### src/rtl/card_pkg.sv
// Card codes and active-low 7-segment patterns, shared by the card encoder and seg7card decoder.
package card_pkg;

  localparam logic [3:0] CARD_BLANK = 4'd0;
  localparam logic [3:0] CARD_ACE   = 4'd1;
  localparam logic [3:0] CARD_TWO   = 4'd2;
  localparam logic [3:0] CARD_THREE = 4'd3;
  localparam logic [3:0] CARD_FOUR  = 4'd4;
  localparam logic [3:0] CARD_FIVE  = 4'd5;
  localparam logic [3:0] CARD_SIX   = 4'd6;
  localparam logic [3:0] CARD_SEVEN = 4'd7;
  localparam logic [3:0] CARD_EIGHT = 4'd8;
  localparam logic [3:0] CARD_NINE  = 4'd9;
  localparam logic [3:0] CARD_TEN   = 4'd10;
  localparam logic [3:0] CARD_JACK  = 4'd11;
  localparam logic [3:0] CARD_QUEEN = 4'd12;
  localparam logic [3:0] CARD_KING  = 4'd13;
  localparam logic [3:0] CARD_BAD   = 4'd15;

  // Segment patterns, bit6 = g .. bit0 = a, 0 = lit
  localparam logic [6:0] SEG_BLANK = 7'h7F;
  localparam logic [6:0] SEG_ACE   = 7'h08;
  localparam logic [6:0] SEG_TWO   = 7'h24;
  localparam logic [6:0] SEG_THREE = 7'h30;
  localparam logic [6:0] SEG_FOUR  = 7'h19;
  localparam logic [6:0] SEG_FIVE  = 7'h12;
  localparam logic [6:0] SEG_SIX   = 7'h02;
  localparam logic [6:0] SEG_SEVEN = 7'h78;
  localparam logic [6:0] SEG_EIGHT = 7'h00;
  localparam logic [6:0] SEG_NINE  = 7'h10;
  localparam logic [6:0] SEG_TEN   = 7'h40;
  localparam logic [6:0] SEG_JACK  = 7'h61;
  localparam logic [6:0] SEG_QUEEN = 7'h18;
  localparam logic [6:0] SEG_KING  = 7'h09;

  typedef enum logic [0:0] {
    IDLE  = 1'b0,
    OFFER = 1'b1
  } card_state_t;

  // Returns {bad, code}
  function automatic logic [4:0] seg_to_card(input logic [6:0] seg);
    logic [4:0] r;
    r = {1'b0, CARD_BLANK};
    case (seg)
      SEG_BLANK: r = {1'b0, CARD_BLANK};
      SEG_ACE:   r = {1'b0, CARD_ACE};
      SEG_TWO:   r = {1'b0, CARD_TWO};
      SEG_THREE: r = {1'b0, CARD_THREE};
      SEG_FOUR:  r = {1'b0, CARD_FOUR};
      SEG_FIVE:  r = {1'b0, CARD_FIVE};
      SEG_SIX:   r = {1'b0, CARD_SIX};
      SEG_SEVEN: r = {1'b0, CARD_SEVEN};
      SEG_EIGHT: r = {1'b0, CARD_EIGHT};
      SEG_NINE:  r = {1'b0, CARD_NINE};
      SEG_TEN:   r = {1'b0, CARD_TEN};
      SEG_JACK:  r = {1'b0, CARD_JACK};
      SEG_QUEEN: r = {1'b0, CARD_QUEEN};
      SEG_KING:  r = {1'b0, CARD_KING};
      default:   r = {1'b1, CARD_BAD};
    endcase
    return r;
  endfunction

endpackage

### src/rtl/seg_stable_filter.sv
// Holds the last sampled segment pattern and flags it once unchanged for STABLE_CYCLES clocks.
module seg_stable_filter
  import card_pkg::*;
#(
  parameter int unsigned STABLE_CYCLES = 4
) (
  input  logic       clk,
  input  logic       resetb,
  input  logic [6:0] seg_in,
  output logic [6:0] seg_q,
  output logic       stable
);

  localparam int unsigned CW = $clog2(STABLE_CYCLES + 1);
  localparam logic [CW-1:0] CNT_MAX = CW'(STABLE_CYCLES);

  logic [CW-1:0] stab_cnt;

  always_ff @(posedge clk or negedge resetb) begin
    if (!resetb) begin
      seg_q    <= SEG_BLANK;
      stab_cnt <= '0;
    end else if (seg_in == seg_q) begin
      if (stab_cnt != CNT_MAX)
        stab_cnt <= stab_cnt + CW'(1);
    end else begin
      seg_q    <= seg_in;
      stab_cnt <= CW'(1);
    end
  end

  assign stable = (stab_cnt == CNT_MAX);

endmodule

### src/rtl/seg7card.sv
// Recovers card codes from a 7-segment display pattern and offers them on valid/ready.
// Define SEG7CARD_ACTIVE_HIGH_EN to accept an active-high (1 = lit) seg_in.
module seg7card
  import card_pkg::*;
#(
  parameter int unsigned STABLE_CYCLES = 4
) (
  input  logic       clk,
  input  logic       resetb,
  input  logic [6:0] seg_in,
  output logic [3:0] card_out,
  output logic       card_valid,
  input  logic       card_ready,
  output logic       bad_pattern
);

  logic [6:0]  seg_n;
  logic [6:0]  seg_q;
  logic        stable;
  logic [6:0]  last_seg;
  logic [4:0]  dec;
  card_state_t state;

`ifdef SEG7CARD_ACTIVE_HIGH_EN
  assign seg_n = ~seg_in;
`else
  assign seg_n = seg_in;
`endif

  seg_stable_filter #(
    .STABLE_CYCLES(STABLE_CYCLES)
  ) u_filter (
    .clk    (clk),
    .resetb (resetb),
    .seg_in (seg_n),
    .seg_q  (seg_q),
    .stable (stable)
  );

  assign dec = seg_to_card(seg_q);

  // Evaluation only happens in IDLE, so an offer always follows at least one idle cycle
  always_ff @(posedge clk or negedge resetb) begin
    if (!resetb) begin
      state       <= IDLE;
      last_seg    <= SEG_BLANK;
      card_out    <= CARD_BLANK;
      bad_pattern <= 1'b0;
      card_valid  <= 1'b0;
    end else begin
      case (state)
        IDLE: begin
          if (stable && (seg_q != last_seg)) begin
            card_out    <= dec[3:0];
            bad_pattern <= dec[4];
            last_seg    <= seg_q;
            card_valid  <= 1'b1;
            state       <= OFFER;
          end
        end
        OFFER: begin
          if (card_ready) begin
            card_valid <= 1'b0;
            state      <= IDLE;
          end
        end
        default: state <= IDLE;
      endcase
    end
  end

endmodule

### config.mk
export PLATFORM = sky130hd
export DESIGN_NAME = seg7card
export DESIGN_NICKNAME = d
export VERILOG_FILES = /design/src/rtl/card_pkg.sv /design/src/rtl/seg_stable_filter.sv /design/src/rtl/seg7card.sv
export SDC_FILE = /design/constraint.sdc
export NUM_CORES = 1
export LEC_CHECK = 0
export ABC_AREA = 1
export ABC_CLOCK_PERIOD_IN_PS = 2800
export CAP_MARGIN = 25
export CORE_UTILIZATION = 43
export DETAILED_ROUTE_END_ITERATION = 8
export DONT_BUFFER_PORTS = 1
export PLACE_DENSITY = 0.68
export SYNTH_ARGS = -nofsm -noshare
export SYNTH_HDL_FRONTEND = slang
export SYNTH_SLANG_ARGS = --single-unit
### constraint.sdc
create_clock -name clk -period 2.8 [get_ports clk]
set_input_delay 0.56 -clock clk [delete_from_list [all_inputs] [get_ports clk]]
set_output_delay 0.56 -clock clk [all_outputs]
set_load 0.02 [all_outputs]
Word-level counts from Yosys, hierarchy flattened
Index checks and enable logic that the tools add are counted. Widths: inputs -> output; s select.

Add/sub/neg operators: 1. Equal/unequal tests: 20. Mux-type cells: 9. Bitwise gates (word level): 1. Reductions and logical operators: 4.

Operators by type and width (number): $pmux 5 s14 (1); $eq 7x5->1 const B (4); $eq 7x7->1 const B (4); $eq 7x4->1 const B (2); $eq 7x6->1 const B (2); $eq 7x2->1 const B (1); $eq 7x7->1 (1); $logic_not 7->1 (1); $ne 7x7->1 (1); $mux 3 (2); $ne 2x2->1 const B (3); $mux 1 (4); $pmux 1 s2 (2); $reduce_and 2->1 (2); $add 3x1->3 const B (1); $eq 3x3->1 const B (1); $ne 3x3->1 const B (1); $logic_and 1x1->1 (1); $not 1->1 (1).

Register bits after elaboration: 24. Bits of input ports: 10. Output and inout bits: 6. Word-level logic and storage cells: 42.

Depth between registers and ports, before layout
Depth in word-level cells: 4. Gate-level depth with buffers: 12. Gate-level depth less buffers: 11.

Cells and area by module
A second synthesis with hierarchy kept.

Cells, all modules: 209. Area, all modules: 1555.2 um2.

By module, submodules not included: seg7card (times used 1, cells an instance 137, area an instance 1002.2 um2); seg_stable_filter (times used 1, cells an instance 72, area an instance 553.0 um2).

Least setup slack after synthesis
OpenSTA, ideal clock, no wires.

Kind: register to register. Start point: reg u_filter.seg_q[5]. End point: reg card_out[1]. Arrival time: 1.346 ns. Path slack: 1.337 ns. Stages on the path, launching flop included: 12. Cells stage by stage: dfstp_2 buf_2 inv_1 nand3_1 inv_1 nand2_1 and2_2 nand2_1 nor2_1 nand2_1 nand2_1 nand2_1.

Longest elaborated chain between the ends: 3. Elaborated cells between the ends (all ways): 18.

Ends and longest elaborated chain: start: declaration (RTL line seg_stable_filter.sv:10) `output logic [6:0] seg_q,`; start signal: assignment (RTL line seg_stable_filter.sv:27) `seg_q <= seg_in;`; parallel branches: the longest is 3 deep, another holds $pmux 5 s14; end signal: assignment (RTL line seg7card.sv:54) `card_out <= dec[3:0];`; end: declaration (RTL line seg7card.sv:11) `output logic [3:0] card_out,`.

Parallel ways; which one is timed is not known. A chain may end at the register's enable or synchronous reset.

Final worst setup path
Start point: reg u_filter.seg_q[1]. End point: reg card_out[1].

Same word-level chain as after synthesis.

==> key figures <==
Run status
  – Outcome: finished, final reports clean

STA
  – Slew @ Worst Pin: 0.462 ns
  – Post-layout min period: 1.73 ns
  – Final setup fails: 0
  – RSZ-0062 raised after global routing: no
  – Max Clock Freq: 577 MHz
  – Clock Skew: 0.0107 ns
  – Setup TNS: 0 ns
  – Endpoints failing hold: 0
  – Max-slew headroom: 69.1%
  – Fin. max-slew vios: 0
  – Fin Hold WS: 0.0490 ns
  – Period utilization: 61.9%

Clock network
  – Skew-Pair Late Insertion Delay: 0.33 ns
  – Reg clk slew, reported paths: 0.14 ns
  – Clk sinks: 24
  – CTS tree: built
  – CTS Buf Count: 3
  – Post_cts resized: 0
  – Max H-tree Level: 1
  – Clk buf depth: 2
  – Setup Fix Bufs, Post-CTS: 0
  – Root buffer cell: clkbuf_4

Drt
  – Vias/cell: 4.87
  – Routed len/inst: 12.3 um
  – Vias: 1106
  – DRT Wirelength: 2.79 mm
  – Initial DRT Pass Iterations: 5
  – Drc violations: 0
  – Initial drt markers: 42
  – Top layer in use: met4
  – Routed length on met1: 1.27 mm
  – Routed wl met2: 1.23 mm
  – Post-detailed-route count of antenna-violating nets: 0
  – Met3 routed wirelength: 194 um

Power and ir drop
  – Leak Pwr: 0.716 nW
  – Power consumption: 0.000681 W
  – Maximum vdd drop: 0.318 mV
  – Pwr/cell area: 452 nW/um^2

Floorplan
  – DIE HEIGHT: 60.5 um
  – # IOs: 16
  – Die area: 3660 um^2
  – Core Region: 3150 um^2
  – Die X: 60.5 um
  – Rows: 20
  – Initial core utilization: 46.7%

Yosys
  – Post-synthesis cell type count: 27
  – Count leader, synth: nand2_1
  – Mapped Nets: 204
  – Post-synthesis sequential area ratio: 42.0%
  – Synth async-reset ratio: 100%
  – Yosys Warn Count: 0
  – Number of synthesized flops with an enable pin: 0
  – Flops & latches, synth: 24
  – Syn avg cell area: 7.66 um^2
  – Largest cells by area after synthesis: dfstp_2 25%, dfrtp_1 17%, nand2_1 14%, xnor2_1 6.0%, nor2_1 5.4%
  – Mapped Cells: 192
  – Synth top cells by count: 56 x nand2_1, 21 x nor2_1, 17 x inv_1, 14 x dfstp_2, 13 x nand3_1
  – Mapped cell area: 1470 um^2
  – Synth top area share: 25.0%
  – Synth area leader: dfstp_2
  – Synth Flop Type: dfstp_2

Global route
  – GRT Util Overall: 17.9%
  – Largest net degree at the start of global routing: 22
  – First-pass GRT wire length: 4.77 mm
  – Antenna violations before repair: 0
  – Total grt overflow: 0
  – Vias in the first global route: 1114

Critical path
  – Cell family with most CP delay: simple AND/OR/NAND/NOR gates
  – Most used cell, CP: nand2_1
  – CP bufs+invs: 1
  – CP Data Required Time: 3.04 ns
  – CP Cell Sequence: xor2_1, inv_1, nand2_1, nor2_1, nand2_1, nand3_2, nand2_1, nand2_1
  – Critical Path Fanout Max: 21
  – Critical path type: flip-flop to flip-flop
  – Crit. End Element: flip-flop
  – Arr. time, crit path: 1.97 ns
  – Slowest cell delay on critical path: 0.66 ns
  – CP max stage cell: dfstp_2
  – Kind of start point of the critical path: flip-flop

Placement
  – Post-DP HPWL: 2.10 mm
  – Final RePlAce weighted congestion: 0.824
  – Port bufs: 0
  – Cell count after placement: 222

Hold path
  – Hold Crit Class: input port to async pin

Cells and area
  – Syn-to-layout area delta: 2.30%
  – Antenna cells: 0
  – # nets final: 196
  – Fin util: 47.7%
  – Fin cells: 227
  – Share of layout cells above drive strength 1: 18.6%

Flow run
  – Max-cap viol count: 0
==> cell usage in the layout (no fill, tap or decap), types with 2 or more instances in the layout <==
cell type,synthesis,final
clkbuf_4,0,3
xnor2_1,10,10
dfstp_2,14,14
nor2_4,2,2
nor2_2,5,5
dfrtp_1,10,10
nand3b_1,2,2
nand3_1,13,13
nand4_1,3,3
nand2_1,56,56
o21ai_0,3,3
nand2_2,2,2
inv_1,17,17
nor2_1,21,21
o21ai_1,4,4
xor2_1,4,4
o21ai_2,3,3
ha_1,2,2
inv_2,2,2
==> through the flow <==
| step | setup WS, ns | instance area [um^2] |
|---|---|---|
| after floorplan | 1.34 | 1470 |
| after global placement | 1.15 | 1440 |
| after detailed placement | 1.05 | 1440 |
| after CTS | 1.06 | 1510 |
| after global routing | 0.895 | 1510 |
| final | 1.07 | 1510 |
==> registers in the layout, summed over array words and instances (netlist names) <==
| signal | flops |
|---|---|
| bad_pattern | 1 |
| u_filter.seg_q | 7 |
| last_seg | 7 |
| u_filter.stab_cnt | 3 |
| card_out | 4 |
| card_valid | 1 |
| state | 1 |
==> routing by layer <==
layer / up-vias / global-route usage (%)
li1: 564 / -
met4: 0 / 9.09
met2: 42 / 28.3
met5: - / 0
met1: 489 / 22.6
met3: 11 / 4.69
==> kinds of logic (layout without fill, tap and decap cells) <==
family | after synthesis | in the layout | synth area share [%]
DFF | 24 | 24 | 42.0
xor gates and xnor gates | 14 | 14 | 8.33
buffers and inverters | 33 | 24 | 10.5
AOI/OAI and AO/OA | 12 | 12 | 5.02
and+or+nand+nor | 107 | 107 | 32.4
adders and majority gates | 2 | 2 | 1.70
==> worst reg2reg max path, stage by stage (launching register included) <==
cell	delay, ns
dfstp_2	0.66
xor2_1	0.20
inv_1	0.06
nand2_1	0.06
nor2_1	0.05
nand2_1	0.07
nand3_2	0.32
nand2_1	0.18
nand2_1	0.06
==> final timing paths <==
kind	start	end	slack (ns)	cells after the start
min in group clk	seg_in[4]	u_filter.seg_q[4]	0.22	0
worst max register to register	u_filter.seg_q[1]	card_out[1]	1.07	8
worst min-delay path	resetb	last_seg[2]	0.05	0
worst min register to register	last_seg[1]	last_seg[1]	0.49	2
max in group asynchronous	resetb	u_filter.stab_cnt[0]	1.88	1
worst max-delay path	u_filter.seg_q[1]	card_out[1]	1.07	8
==> timing repair <==
item                       in CTS  in global routing
hold buffers                    1                  0
hold endpoints to repair       10                  0
setup endpoints to repair       0                  0
==> cell type report <==
| class | count | area, um^2 |
|---|---|---|
| multi-input combinational | 135 | 698 |
| clock inverter | 1 | 30.0 |
| inverter | 19 | 71.3 |
| fill | 320 | 1650 |
| sequential | 24 | 618 |
| tap | 44 | 55.1 |
| timing repair buffer | 1 | 10.0 |
| clock buffer | 3 | 22.5 |
==> power breakdown <==
group / switching, W / internal, W
Sequential: 0.0000153 / 0.000359
Combinational: 0.0000322 / 0.0000219
Clock: 0.000107 / 0.000145
(Power assumes the default switching activity.)
